$ cat src/rtl/multicycle_control_unit.sv
// multicycle_control_unit: multicycle RISC-V style control FSM with retired-instruction counter; JAL support under MCU_JAL_EN.
module multicycle_control_unit #(
  parameter int CNT_W = 32
) (
  input  logic             clk,
  input  logic             reset,
  input  logic [6:0]       opcode,
  input  logic             zero,
  input  logic             mem_ready,
  output logic             pc_write,
  output logic             adr_src,
  output logic             mem_write,
  output logic             ir_write,
  output logic [1:0]       result_src,
  output logic [1:0]       alu_src_a,
  output logic [1:0]       alu_src_b,
  output logic [1:0]       alu_op,
  output logic [2:0]       imm_src,
  output logic             reg_write,
  output logic             illegal,
  output logic [CNT_W-1:0] instret
);
  localparam logic [6:0] OP_LW  = 7'b0000011;
  localparam logic [6:0] OP_SW  = 7'b0100011;
  localparam logic [6:0] OP_R   = 7'b0110011;
  localparam logic [6:0] OP_I   = 7'b0010011;
  localparam logic [6:0] OP_BEQ = 7'b1100011;
  localparam logic [6:0] OP_JAL = 7'b1101111;
  typedef enum logic [3:0] {
    FETCH, DECODE, MEMADR, MEMREAD, MEMWB, MEMWRITE, EXECR, EXECI, ALUWB, BEQ,
`ifdef MCU_JAL_EN
    JAL,
`endif
    TRAP
  } state_t;
  state_t state, next;
  logic pc_update, branch, retire;
  assign pc_write = pc_update | (branch & zero);
  assign retire = next == FETCH && (state == MEMWB || state == MEMWRITE || state == ALUWB || state == BEQ);
  always_ff @(posedge clk) begin
    if (reset) begin
      state   <= FETCH;
      instret <= '0;
    end else begin
      state <= next;
      if (retire) instret <= instret + CNT_W'(1);
    end
  end
  always_comb begin
    next       = state;
    adr_src    = 1'b0;
    mem_write  = 1'b0;
    ir_write   = 1'b0;
    result_src = 2'b00;
    alu_src_a  = 2'b00;
    alu_src_b  = 2'b00;
    alu_op     = 2'b00;
    imm_src    = 3'b000;
    reg_write  = 1'b0;
    illegal    = 1'b0;
    pc_update  = 1'b0;
    branch     = 1'b0;
    case (state)
      FETCH: begin
        alu_src_b  = 2'b10;
        result_src = 2'b10;
        ir_write   = mem_ready;
        pc_update  = mem_ready;
        next       = mem_ready ? DECODE : FETCH;
      end
      DECODE: begin
        alu_src_a = 2'b01;
        alu_src_b = 2'b01;
        imm_src   = opcode == OP_SW ? 3'b001 : opcode == OP_BEQ ? 3'b010 : opcode == OP_JAL ? 3'b011 : 3'b000;
        case (opcode)
          OP_LW, OP_SW: next = MEMADR;
          OP_R:         next = EXECR;
          OP_I:         next = EXECI;
          OP_BEQ:       next = BEQ;
`ifdef MCU_JAL_EN
          OP_JAL:       next = JAL;
`endif
          default:      next = TRAP;
        endcase
      end
      MEMADR: begin
        alu_src_a = 2'b10;
        alu_src_b = 2'b01;
        next      = opcode == OP_LW ? MEMREAD : MEMWRITE;
      end
      MEMREAD: begin
        adr_src = 1'b1;
        next    = mem_ready ? MEMWB : MEMREAD;
      end
      MEMWB: begin
        result_src = 2'b01;
        reg_write  = 1'b1;
        next       = FETCH;
      end
      MEMWRITE: begin
        adr_src   = 1'b1;
        mem_write = 1'b1;
        next      = mem_ready ? FETCH : MEMWRITE;
      end
      EXECR: begin
        alu_src_a = 2'b10;
        alu_op    = 2'b10;
        next      = ALUWB;
      end
      EXECI: begin
        alu_src_a = 2'b10;
        alu_src_b = 2'b01;
        alu_op    = 2'b10;
        next      = ALUWB;
      end
      ALUWB: begin
        reg_write = 1'b1;
        next      = FETCH;
      end
      BEQ: begin
        alu_src_a = 2'b10;
        alu_op    = 2'b01;
        branch    = 1'b1;
        next      = FETCH;
      end
`ifdef MCU_JAL_EN
      JAL: begin
        alu_src_a = 2'b01;
        alu_src_b = 2'b10;
        pc_update = 1'b1;
        next      = ALUWB;
      end
`endif
      TRAP: begin
        illegal = 1'b1;
        next    = TRAP;
      end
      default: next = FETCH;
    endcase
  end
endmodule

$ cat config.mk
export PLATFORM = sky130hd
export DESIGN_NAME = multicycle_control_unit
export DESIGN_NICKNAME = d
export VERILOG_FILES = /design/src/rtl/multicycle_control_unit.sv
export SDC_FILE = /design/constraint.sdc
export NUM_CORES = 1
export LEC_CHECK = 0
export ABC_AREA = 1
export CAP_MARGIN = 20
export CORE_MARGIN = 1.5
export CORE_UTILIZATION = 50
export DETAILED_ROUTE_END_ITERATION = 6
export GPL_ROUTABILITY_DRIVEN = 0
export PLACE_DENSITY = 0.8
export REMOVE_ABC_BUFFERS = 1
export SYNTH_ARGS = -nofsm -noshare
export SYNTH_HDL_FRONTEND = slang
export SYNTH_SLANG_ARGS = --single-unit
$ cat constraint.sdc
create_clock -name clk -period 2 [get_ports clk]
set_input_delay 0.4 -clock clk [delete_from_list [all_inputs] [get_ports clk]]
set_output_delay 0.4 -clock clk [all_outputs]
set_load 0.02 [all_outputs]
==> flow_summary.toml, run 1 <==
[routing]
ant_nets = 0
vias = 2874
drc_errors = 0
wl_um = 7160
drtPass1Iterations = 5
wl_per_cell_um = 12.4
drt-initial-drc-count = 314
post_drt_via_cell_ratio = 4.99

[cts]
clk_pin_slew_ns = 0.07
clk_latency_ns = 0.30
cts_tree = "done"
cts_hold_buf = 0
numCtsBuffers = 5
clock_path_buffers = 2
cts_sinks = 36
htreeDepth = 2
cts-root-buf = "clkbuf_8"

[timing]
finClkSkew_ns = 0.00811
setup_violations = 0
fin_ws_ns = 0.0567
slew_viol_final = 0
hold_violations = 0
setup_tns_ns = 0
fin_crit_sh = 0.972
fmax_mhz = 515
min_period_ns = 1.94
rsz0062_at_grt = "false"

[synthesis]
syn_area_per_cell_um2 = 5.76
ys_ff_latch = 36
synthMuxAreaShare = 0
syn_inst = 435
syn_area_um2 = 2510
synth_xor_area_frac = 0.0524
synth_cell_types = 24
synth_warnings = 0
synth-simple-area-share = 0.458
synth_top_family_by_area = "simple AND/OR/NAND/NOR gates"
synthAdderAreaFrac = 0.00499
yosysSeqAreaShare = 0.288
synth_compound_gate_area_share = 0.0954

[critical_path]
required_ns = 1.60
critPathLaunchType = "input port"
crit_fanout = 3
r2r_slack_ns = 0.21
crit_start = "opcode[1]"
critPathArrivalTime_ns = 1.54
reg2reg_to = "instret[30]$_SDFFE_PP0P_"
endpoint = "imm_src[0]"
reg2reg_depth = 10
cp-end-kind = "output pin"
critical_path_class = "input port to output pin"
reg2reg_from = "instret[0]$_SDFFE_PP0P_"

[worst_hold_path]
worstHoldStart = "instret[31]$_SDFFE_PP0P_"
hp-class = "register to register"
whs_path_depth = 2

[grt]
first_global_vias = 2570
grt_use_total = 0.279
grt_max_degree = 33
grt_first_pass_wirelength_um = 11700
grt_overflow_total = 0
antenna_found_initial = 0

[flow_run]
max_cap_violations = 0

[die]
die_y_um = 73.8
fp-row-count = 25
die_area_um2 = 5450
initial_utilization = 0.524
core_um2 = 4790
die_x_um = 73.8
ios = 60

[place]
placed_cell_area_um2 = 3230
hpwl_um = 5060
numPortBuffers = 58
place_ws_ns = -0.458

[power_and_ir_drop]
p_per_area_nw_per_um2 = 487
power.leakage_nw = 1.34
worst_ir_drop_vdd_uv = 327

[finish]
drive_gt1_frac = 0.0923
synthToLayoutAreaGrowth_pct = 33.6
mostFrequentLayoutCells = "nand2_1 (183), nor2_1 (67), inv_1 (47), clkdlybuf4s50_1 (42), dfxtp_1 (36)"
final_nets = 521
antenna_cells = 0
fin_area_um2 = 3350
final_common_cell = "nand2_1"

[run_status]
status = "finished clean"
[registers in the layout, summed over array words and instances (netlist names)]
name,cells
state,4
instret,32
[logic make-up after synthesis]
kind of cell	count (synthesis)
AOI/OAI and AO/OA	44
adders and majority gates	1
DFF	36
and+or+nand+nor	281
other	1
buffers and inverters	57
xor gates and xnor gates	15
[routing by layer]
layer / GRT usage / part of all wire / vias to the layer above
li1: - / - / 1487
met1: 0.342 / 0.43 / 1264
met2: 0.483 / 0.48 / 112
met3: 0.0686 / 0.076 / 11
met4: 0.0782 / 0.011 / 0
met5: 0 / 0 / -
[report_power, final]
part	switching, W	internal, W	total (W)	leakage [nW]
Sequential	0.0000139	0.000727	0.000740	0.291
Combinational	0.000193	0.000122	0.000315	0.996
Clock	0.000269	0.000307	0.000576	0.0503
Total	0.000475	0.00116	0.00163	1.34
[cells in the mapped netlist, drive strengths merged]
master  number  share of area
a211oi       1         0.0030
a21oi       34          0.071
a31oi        1         0.0025
buf          7          0.025
clkbuf       3         0.0045
conb         1         0.0015
dfxtp       36           0.29
ha           1         0.0050
inv         47          0.070
nand2      185           0.28
nand3       18          0.040
nand4        4          0.012
nor2        73           0.12
nor3         1         0.0020
o211ai       3         0.0090
o21ai        5          0.010
xnor2        4          0.014
xor2        11          0.038
[critical path, stage by stage]
cell and delay [ns]:
clkdlybuf4s50_1 0.46, nand2_1 0.09, nor2_2 0.16, nand4_1 0.12
a21oi_2 0.15, buf_4 0.16
[stage by stage]
| stage | utilization | instances | hold WS (ns) | power (W) |
|---|---|---|---|---|
| global route | 0.700 | 576 | 0.523 | 0.00170 |
| CTS | 0.695 | 574 | 0.501 | 0.00162 |
| global placement | 0.675 | 566 | 0.483 | 0.00106 |
| floorplan | - | 425 | 0.462 | 0.000909 |
| detailed placement | 0.675 | 566 | 0.491 | 0.00106 |
| finish | 0.700 | 576 | 0.498 | 0.00163 |
[worst min path at each step]
stage                                          end  slack (ns)
after CTS                 instret[31]$_SDFFE_PP0P_        0.50
after global placement    instret[31]$_SDFFE_PP0P_        0.48
after floorplan           instret[28]$_SDFFE_PP0P_        0.46
final                     instret[31]$_SDFFE_PP0P_        0.50
after global routing      instret[31]$_SDFFE_PP0P_        0.52
after detailed placement  instret[31]$_SDFFE_PP0P_        0.49
[cell type report]
type	count	area (µm²)
clock buffers	7	96.3
fillers	450	1440
multi-input cells	343	1560
flip-flops and latches	36	721
inverters	47	176
well taps	67	83.8
repair buffers	76	716
[timing repair]
item / CTS / global route
setup endpoints to repair: 24 / 24
setup buffers: 0 / 2
pin swaps: 1 / 2
cloned: 1 / 0
resized for setup: 24 / 13
Note: power is estimated with default switching activity, not from simulation.
==> inputs of run 2 (changes only) <==
- MAX_ROUTING_LAYER: unset -> met4
==> run 2 against run 1 <==
Compared with the run above: the run now ends with DRC left; clock power hardly changed; critical path depth stayed put; setup slack hardly changed; flip-flop and latch count stayed put.
==> flow_summary.toml, run 2 (same netlist as run 1, synthesis figures left out) <==
[grt]
first_global_vias = 2562
grt_max_degree = 33
grt_first_pass_wirelength_um = 11700
grt_use_total = 0.287
grt_overflow_total = 0
antenna_found_initial = 0

[finish]
mostFrequentLayoutCells = "nand2_1 (183), nor2_1 (67), inv_1 (47), clkdlybuf4s50_1 (42), dfxtp_1 (36)"
reg_top3 = "instret x32, state x4"
synthToLayoutAreaGrowth_pct = 33.6
final_nets = 521
top_register = "instret"
antenna_cells = 0
final_common_cell = "nand2_1"
drive_gt1_frac = 0.0923
largest_reg_flops = 32
fin_area_um2 = 3350

[critical_path]
slowest_delay_ns = 0.46
cp-end-kind = "output pin"
reg2reg_from = "instret[0]$_SDFFE_PP0P_"
cp_cell_sequence = "clkdlybuf4s50_1 -> nand2_1 -> nor2_2 -> nand4_1 -> a21oi_2 -> buf_4"
critPathLaunchType = "input port"
reg2reg_depth = 10
r2r_slack_ns = 0.21
critical_path_class = "input port to output pin"
crit_fanout = 3
cpMaxStageDelayCell = "clkdlybuf4s50_1"
critPathArrivalTime_ns = 1.54
reg2reg_to = "instret[30]$_SDFFE_PP0P_"
required_ns = 1.60

[timing]
fin_crit_sh = 0.972
finClkSkew_ns = 0.0106
slew_viol_final = 0
setup_violations = 0
min_period_ns = 1.94
rsz0062_at_grt = "false"
hold_violations = 0
fmax_mhz = 515
setup_tns_ns = 0

[power_and_ir_drop]
finalPower_w = 0.00163
worst_ir_drop_vdd_uv = 327
power.leakage_nw = 1.34
p_per_area_nw_per_um2 = 486

[die]
die_y_um = 73.8
fp-row-count = 25
initial_utilization = 0.524
die_x_um = 73.8
ios = 60
core_um2 = 4790
die_area_um2 = 5450

[cts]
numCtsBuffers = 5
clk_pin_slew_ns = 0.07
cts_tree = "done"
clk_latency_ns = 0.30
cts-root-buf = "clkbuf_8"
cts_hold_buf = 0
clock_path_buffers = 2
htreeDepth = 2
cts_sinks = 36

[run_status]
status = "finished, violations left"
violations = "DRC"

[worst_hold_path]
hp-class = "register to register"
worstHoldStart = "instret[31]$_SDFFE_PP0P_"
hold_end = "instret[31]$_SDFFE_PP0P_"
whs_path_depth = 2

[place]
numPortBuffers = 58
hpwl_um = 5060
placed_cell_area_um2 = 3230

[routing]
ant_nets = 0
wl_per_cell_um = 12.3
drc_errors = 1
drtPass1Iterations = 7
vias = 2850
post_drt_via_cell_ratio = 4.95
wl_um = 7090
drt-initial-drc-count = 249

[flow_run]
max_cap_violations = 0
run 2: cell counts in the layout (fill, tap and decap cells not counted):
No cell type changed its count.
run 2: per-stage QoR:
| stage | util | hold WS (ns) | setup WS, ns | instances |
|---|---|---|---|---|
| 2_1_floorplan | - | 0.462 | 0.254 | 425 |
| 3_3_place_gp | 0.675 | 0.483 | -0.331 | 566 |
| 3_5_place_dp | 0.675 | 0.491 | -0.458 | 566 |
| 4_1_cts | 0.695 | 0.501 | -0.0682 | 574 |
| 5_1_grt | 0.700 | 0.523 | 0.00211 | 576 |
| 6_report | 0.700 | 0.499 | 0.0565 | 576 |
run 2: critical path: cells and delay by family:
family | cells | cell delay [ns]
buffers and inverters | 2 | 0.62
AND/OR/NAND/NOR | 3 | 0.37
AO/OA/AOI/OAI | 1 | 0.16
run 2: how the worst max path moves through the flow:
stage	from	end	slack, ns	cells past startpoint
2_1_floorplan	state[1]$_SDFF_PP0_	instret[0]$_SDFFE_PP0P_	0.25	8
3_3_place_gp	opcode[0]	imm_src[1]	-0.33	6
3_5_place_dp	opcode[1]	imm_src[0]	-0.46	6
4_1_cts	opcode[1]	imm_src[0]	-0.07	6
5_1_grt	instret[0]$_SDFFE_PP0P_	instret[14]$_SDFFE_PP0P_	0.002	8
6_report	opcode[1]	imm_src[0]	0.06	6
run 2: routing by layer:
metal / global-route usage / vias up / wire, µm
met2: 0.483 / 115 / 3410
li1: - / 1486 / -
met5: - / - / 0
met4: 0.0782 / 0 / 82
met1: 0.343 / 1238 / 3020
met3: 0.0658 / 11 / 577
run 2: final cells by class:
type	instances	area, µm²
multi-input combinational	343	1560
fill	450	1440
sequential	36	721
timing repair buffer	76	716
inverter	47	176
clock buffer	7	96.3
tap	67	83.8
run 2: repair_timing:
action,CTS,global route
pin swaps,1,2
hold endpoints to repair,0,0
gates resized for setup,24,13
setup endpoints to repair,24,24
gates cloned,1,0
setup buffers,0,2
run 2: where the power goes:
| group | internal [W] | switching (W) | total, W |
|---|---|---|---|
| logic | 0.000122 | 0.000192 | 0.000315 |
| clock network | 0.000307 | 0.000267 | 0.000574 |
| registers | 0.000727 | 0.0000139 | 0.000741 |
| total | 0.00116 | 0.000473 | 0.00163 |
==> inputs of run 3 (changes only) <==
- SLEW_MARGIN: unset -> 20
==> results of run 3 <==
No change in the layout: final DEF, timing and power equal those of run 2.
